===== src/rtl/dmem_responder.sv =====
// Wait-stated data-memory responder: one request in flight, LATENCY wait states, valid/ready response.
// Optional misaligned-access trap enabled by defining DMEM_RESPONDER_ALIGN_CHECK_EN.
module dmem_responder #(
    parameter int n       = 32,
    parameter int DEPTH   = 64,
    parameter int LATENCY = 2
) (
    input  logic         clk,
    input  logic         rst,
    input  logic         req_valid,
    output logic         req_ready,
    input  logic         req_we,
    input  logic [n-1:0] req_addr,
    input  logic [n-1:0] req_wdata,
    output logic         resp_valid,
    input  logic         resp_ready,
    output logic [n-1:0] resp_rdata,
    output logic         resp_err,
    output logic         busy
);

    localparam int         IDX_W    = $clog2(DEPTH);
    localparam int         AW       = IDX_W + 2;
    localparam logic [3:0] CNT_INIT = (LATENCY > 0) ? 4'(LATENCY - 1) : 4'd0;

    localparam logic [1:0] S_IDLE = 2'd0;
    localparam logic [1:0] S_WAIT = 2'd1;
    localparam logic [1:0] S_RESP = 2'd2;

    logic [1:0]    r_state;
    logic [3:0]    r_cnt;
    logic          r_we;
    logic [AW-1:0] r_addr;
    logic [n-1:0]  r_wdata;
    logic [n-1:0]  r_rdata;
    logic          r_err;
    logic          r_valid;
    logic [n-1:0]  r_mem [DEPTH];

    logic          w_accept;
    logic          w_commit;
    logic          w_c_we;
    logic [AW-1:0] w_c_addr;
    logic [n-1:0]  w_c_wdata;
    logic          w_misalign;
    logic [IDX_W-1:0] w_idx;
    logic [1:0]    w_state_nxt;

    // With zero wait states the access commits straight from the request inputs on the accept edge.
    always_comb begin
        w_accept = req_valid & (r_state == S_IDLE);
        if (LATENCY == 0) begin
            w_commit  = w_accept;
            w_c_we    = req_we;
            w_c_addr  = req_addr[AW-1:0];
            w_c_wdata = req_wdata;
        end else begin
            w_commit  = (r_state == S_WAIT) && (r_cnt == 4'd0);
            w_c_we    = r_we;
            w_c_addr  = r_addr;
            w_c_wdata = r_wdata;
        end
        w_idx = w_c_addr[AW-1:2];
`ifdef DMEM_RESPONDER_ALIGN_CHECK_EN
        w_misalign = |w_c_addr[1:0];
`else
        w_misalign = 1'b0;
`endif
    end

    // Next-state decode.
    always_comb begin
        w_state_nxt = r_state;
        case (r_state)
            S_IDLE: begin
                if (w_accept) begin
                    w_state_nxt = (LATENCY == 0) ? S_RESP : S_WAIT;
                end else begin
                    w_state_nxt = S_IDLE;
                end
            end
            S_WAIT: begin
                if (r_cnt == 4'd0) begin
                    w_state_nxt = S_RESP;
                end else begin
                    w_state_nxt = S_WAIT;
                end
            end
            S_RESP: begin
                if (resp_ready) begin
                    w_state_nxt = S_IDLE;
                end else begin
                    w_state_nxt = S_RESP;
                end
            end
            default: w_state_nxt = S_IDLE;
        endcase
    end

    // FSM, request holding registers and response registers.
    always_ff @(posedge clk or posedge rst) begin
        if (rst) begin
            r_state <= S_IDLE;
            r_cnt   <= 4'd0;
            r_we    <= 1'b0;
            r_addr  <= '0;
            r_wdata <= '0;
            r_rdata <= '0;
            r_err   <= 1'b0;
            r_valid <= 1'b0;
        end else begin
            r_state <= w_state_nxt;
            if (w_accept) begin
                r_we    <= req_we;
                r_addr  <= req_addr[AW-1:0];
                r_wdata <= req_wdata;
                r_err   <= 1'b0;
                r_cnt   <= CNT_INIT;
            end else if ((r_state == S_WAIT) && (r_cnt != 4'd0)) begin
                r_cnt <= r_cnt - 4'd1;
            end
            // Commit is placed after accept so a zero-latency error flag overrides the accept clear.
            if (w_commit) begin
                r_valid <= 1'b1;
                if (w_misalign) begin
                    r_rdata <= '0;
                    r_err   <= 1'b1;
                end else if (w_c_we) begin
                    r_rdata <= w_c_wdata;
                    r_err   <= 1'b0;
                end else begin
                    r_rdata <= r_mem[w_idx];
                    r_err   <= 1'b0;
                end
            end else if ((r_state == S_RESP) && resp_ready) begin
                r_valid <= 1'b0;
            end
        end
    end

    // Word array, cleared on reset.
    always_ff @(posedge clk or posedge rst) begin
        if (rst) begin
            for (int i = 0; i < DEPTH; i++) begin
                r_mem[i] <= '0;
            end
        end else if (w_commit && w_c_we && !w_misalign) begin
            r_mem[w_idx] <= w_c_wdata;
        end
    end

    assign req_ready  = (r_state == S_IDLE) & ~rst;
    assign busy       = (r_state != S_IDLE);
    assign resp_valid = r_valid;
    assign resp_rdata = r_rdata;
    assign resp_err   = r_err;

endmodule


===== config.mk =====
export PLATFORM = sky130hd
export DESIGN_NAME = dmem_responder
export DESIGN_NICKNAME = d
export VERILOG_FILES = /design/src/rtl/dmem_responder.sv
export SDC_FILE = /design/constraint.sdc
export NUM_CORES = 2
export LEC_CHECK = 0
export ABC_AREA = 1
export BUFFER_PORTS_ARGS = -buffer_cell sky130_fd_sc_hd__buf_2
export CORE_MARGIN = 1.5
export CORE_UTILIZATION = 32
export DETAILED_ROUTE_END_ITERATION = 16
export GPL_TIMING_DRIVEN = 0
export PLACE_DENSITY_LB_ADDON = 0.15
export REMOVE_ABC_BUFFERS = 1
export SYNTH_ARGS = -nofsm -noshare
export SYNTH_HDL_FRONTEND = slang
export SYNTH_SLANG_ARGS = --single-unit

===== constraint.sdc =====
create_clock -name clk -period 77.6 [get_ports clk]
set_clock_uncertainty 0.2 [all_clocks]
set_input_delay 11.64 -clock clk [delete_from_list [all_inputs] [get_ports clk]]
set_output_delay 11.64 -clock clk [all_outputs]
set_load 0.005 [all_outputs]

==> flow_metrics.py <==
metrics = {
    "outcome": {
        "status": "complete, no violations",
    },
    "critical_path": {
        "crit_family": "buffers and inverters",
        "regToRegStartpoint": "r_addr[2]",
        "cp-start-kind": "input port",
        "arrival_ns": 11.98,
        "cpMostUsedCell": "buf_2",
        "r2r_cells": 9,
        "worstSetupEndpointType": "output pin",
        "critPathMaxStageDelay_ns": 0.14,
        "cp.required_ns": 65.76,
        "crit_buf_inv": 2,
        "path_cells": "buf_2 > nor2_1 > buf_2",
        "crit_type": "in -> out",
        "slowest_stage": "buf_2",
        "reg2reg_to": "r_mem[1032]",
        "r2r_slack_ns": 71.78,
        "path_max_fanout": 2,
    },
    "yosys": {
        "synth_simple_gate_area_frac": 0.309,
        "synth-edff-count": 0,
        "synthesis.area_um2": 98900,
        "yosysWarnings": 0,
        "muxShareOfSynthArea": 0,
        "synthAdderAreaFrac": 0.000253,
        "synth_seq_area_share": 0.538,
        "ys_types": 25,
        "synth-compound-area-share": 0.109,
        "syn_inst": 13500,
        "synth_top_family_by_area": "simple AND/OR/NAND/NOR gates",
        "synth_ff_type": "dfrtp_1",
        "synth_xor_area_frac": 0,
        "avgSynthCellArea_um2": 7.32,
        "async_reset_ff_frac": 1.00,
        "synth_seq_cells": 2126,
    },
    "timing": {
        "setup_viol": 0,
        "slew_headroom": 0.211,
        "period_share": 0.307,
        "slew_violations": 0,
        "tightest_slew_ns": 1.18,
        "hold_viol_final": 0,
        "setup_tns_ns": 0,
        "rsz0062_at_grt": "no",
        "max_freq_mhz": 42.0,
        "min_period_ns": 23.82,
    },
    "final_layout": {
        "layout-drive-gt1-share": 0.0559,
        "nFillCells": 33000,
        "syn_to_final_growth_pct": 13.9,
        "stdcell_count": 17200,
        "final_common_cell": "nand2_1",
        "final_nets": 13000,
        "layout_common_cells": "nand2_1, dfrtp_1, o21ai_0",
    },
    "floorplanning": {
        "ioPinCount": 105,
        "initial_core_util": 0.323,
        "die_y_um": 559,
        "die_w_um": 559,
        "coreArea_um2": 307000,
        "std_cell_rows": 203,
        "die_area_um2": 312000,
    },
    "worst_hold_path": {
        "holdCritStartpoint": "r_cnt[3]",
        "hold_class": "reg -> reg",
        "min_to": "r_cnt[3]",
        "min_path_cells": 1,
    },
    "route": {
        "vias": 83500,
        "totalWireLength_mm": 344,
        "first_pass_iters": 6,
        "wl_per_cell_um": 20.0,
        "drtIter0Drc": 7306,
        "route.detailed.drc": 0,
        "ant_nets": 0,
        "via_per_inst": 4.85,
    },
    "grt": {
        "grt_max_degree": 123,
        "grt_pass1_wl_mm": 524,
        "grtUsageTotal": 0.219,
        "antenna_found_initial": 11,
        "grt_pass1_vias": 79800,
        "grt_overflow": 0,
    },
    "cts": {
        "cts-root-buf": "clkbuf_16",
        "tritoncts": "done",
        "cts_resized": 0,
        "cts.clk_slew.worst_paths_ns": 0.06,
        "cts.sinks": 2126,
        "clock_insertion_delay_worst_skew_ns": 0.90,
        "numCtsBuffers": 245,
        "post_cts_buffers": 0,
        "cts_hold_buffers": 0,
        "clk_path_buf_depth": 4,
        "htreeDepth": 4,
    },
    "placed_design": {
        "dpl.cell_count": 16800,
        "gp_congestion": 0.740,
        "port_buffers": 77,
        "post-dp-hpwl_mm": 190,
    },
    "pwr": {
        "ir_worst_vdd_mv": 0.0416,
        "p_per_area_nw_per_um2": 32.3,
        "p_leak_nw": 57.4,
    },
    "job": {
        "maxCapViolCount": 0,
    },
}
-- per-stage QoR --
step | total power [mW] | area [µm²] | utilization | worst slack (ns) | hold WS, ns
finish | 3.64 | 113000 | 0.367 | 53.78 | 0.269
global route | 3.81 | 113000 | 0.367 | 53.75 | 0.290
CTS | 3.68 | 113000 | 0.367 | 53.77 | 0.271
detailed placement | 2.50 | 105000 | 0.341 | 53.77 | 0.260
global placement | 2.38 | 100000 | 0.328 | -123.98 | 0.254
floorplan | 1.85 | 94900 | - | 5.70 | 0.234
-- power by group --
part | internal (mW) | switching, mW
Combinational | 0.251 | 0.879
Sequential | 1.24 | 0.0920
Clock | 0.690 | 0.479
-- worst register-to-register path: cells and delay by family (launching register included) --
family                 cells  cell delay, ns
flip-flops                 1            0.88
AND/OR/NAND/NOR            2            2.00
AO/OA/AOI/OAI              1            0.49
buffers and inverters      6            2.15
-- worst max-delay path by stage --
stage	slack [ns]	to	start	cells after the start
floorplan	5.70	r_addr[2]	rst	1
global placement	-123.98	r_mem[526]	r_addr[2]	4
detailed placement	53.77	req_ready	rst	3
CTS	53.77	req_ready	rst	3
global route	53.75	req_ready	rst	3
finish	53.78	req_ready	rst	3
-- flip-flops by register name (all words and copies together), names as in the netlist --
register and cells:
r_cnt 4, resp_rdata 32, r_state 2, resp_valid 1
r_we 1, r_mem 2048, r_wdata 32, r_addr 6
-- cells in the mapped netlist, types with 10 or more instances --
cell type,count,share of area
a21oi_1,45,0.0023
buf_1,45,0.0017
buf_2,10,0.00051
clkbuf_1,997,0.038
dfrtp_1,2126,0.54
inv_1,85,0.0032
nand2_1,7884,0.30
nand2_2,33,0.0021
nand3_1,39,0.0020
nor2_1,100,0.0038
o21ai_0,1965,0.099
o21ai_1,138,0.0070
-- cell families after synthesis --
| logic type | Yosys count |
|---|---|
| other | 1 |
| buffers and inverters | 1142 |
| DFF | 2126 |
| adders and majority gates | 2 |
| and+or+nand+nor | 8076 |
| AOI/OAI and AO/OA | 2153 |
-- layer usage --
metal / wire length (µm) / share of wire / vias to the layer above / global-route usage
met1: 167000 / 0.49 / 40600 / 0.317
met3: 14000 / 0.041 / 376 / 0.0192
met4: 8140 / 0.024 / 0 / 0.0567
met5: 0 / 0 / - / 0
met2: 155000 / 0.45 / 1602 / 0.353
li1: - / - / 40900 / -
-- final cells by class --
type / instances / area, µm² / share of cell area
diodes: 20 / 50.0 / 0.000444
clock buffers: 381 / 7470 / 0.0663
clock inverters: 52 / 548 / 0.00487
inverters: 89 / 447 / 0.00397
multi-input cells: 10200 / 41800 / 0.371
flip-flops and latches: 2126 / 53200 / 0.472
well taps: 4100 / 5130 / 0.0455
repair buffers: 222 / 3950 / 0.0350
Note: power is estimated with default switching activity, not from simulation.
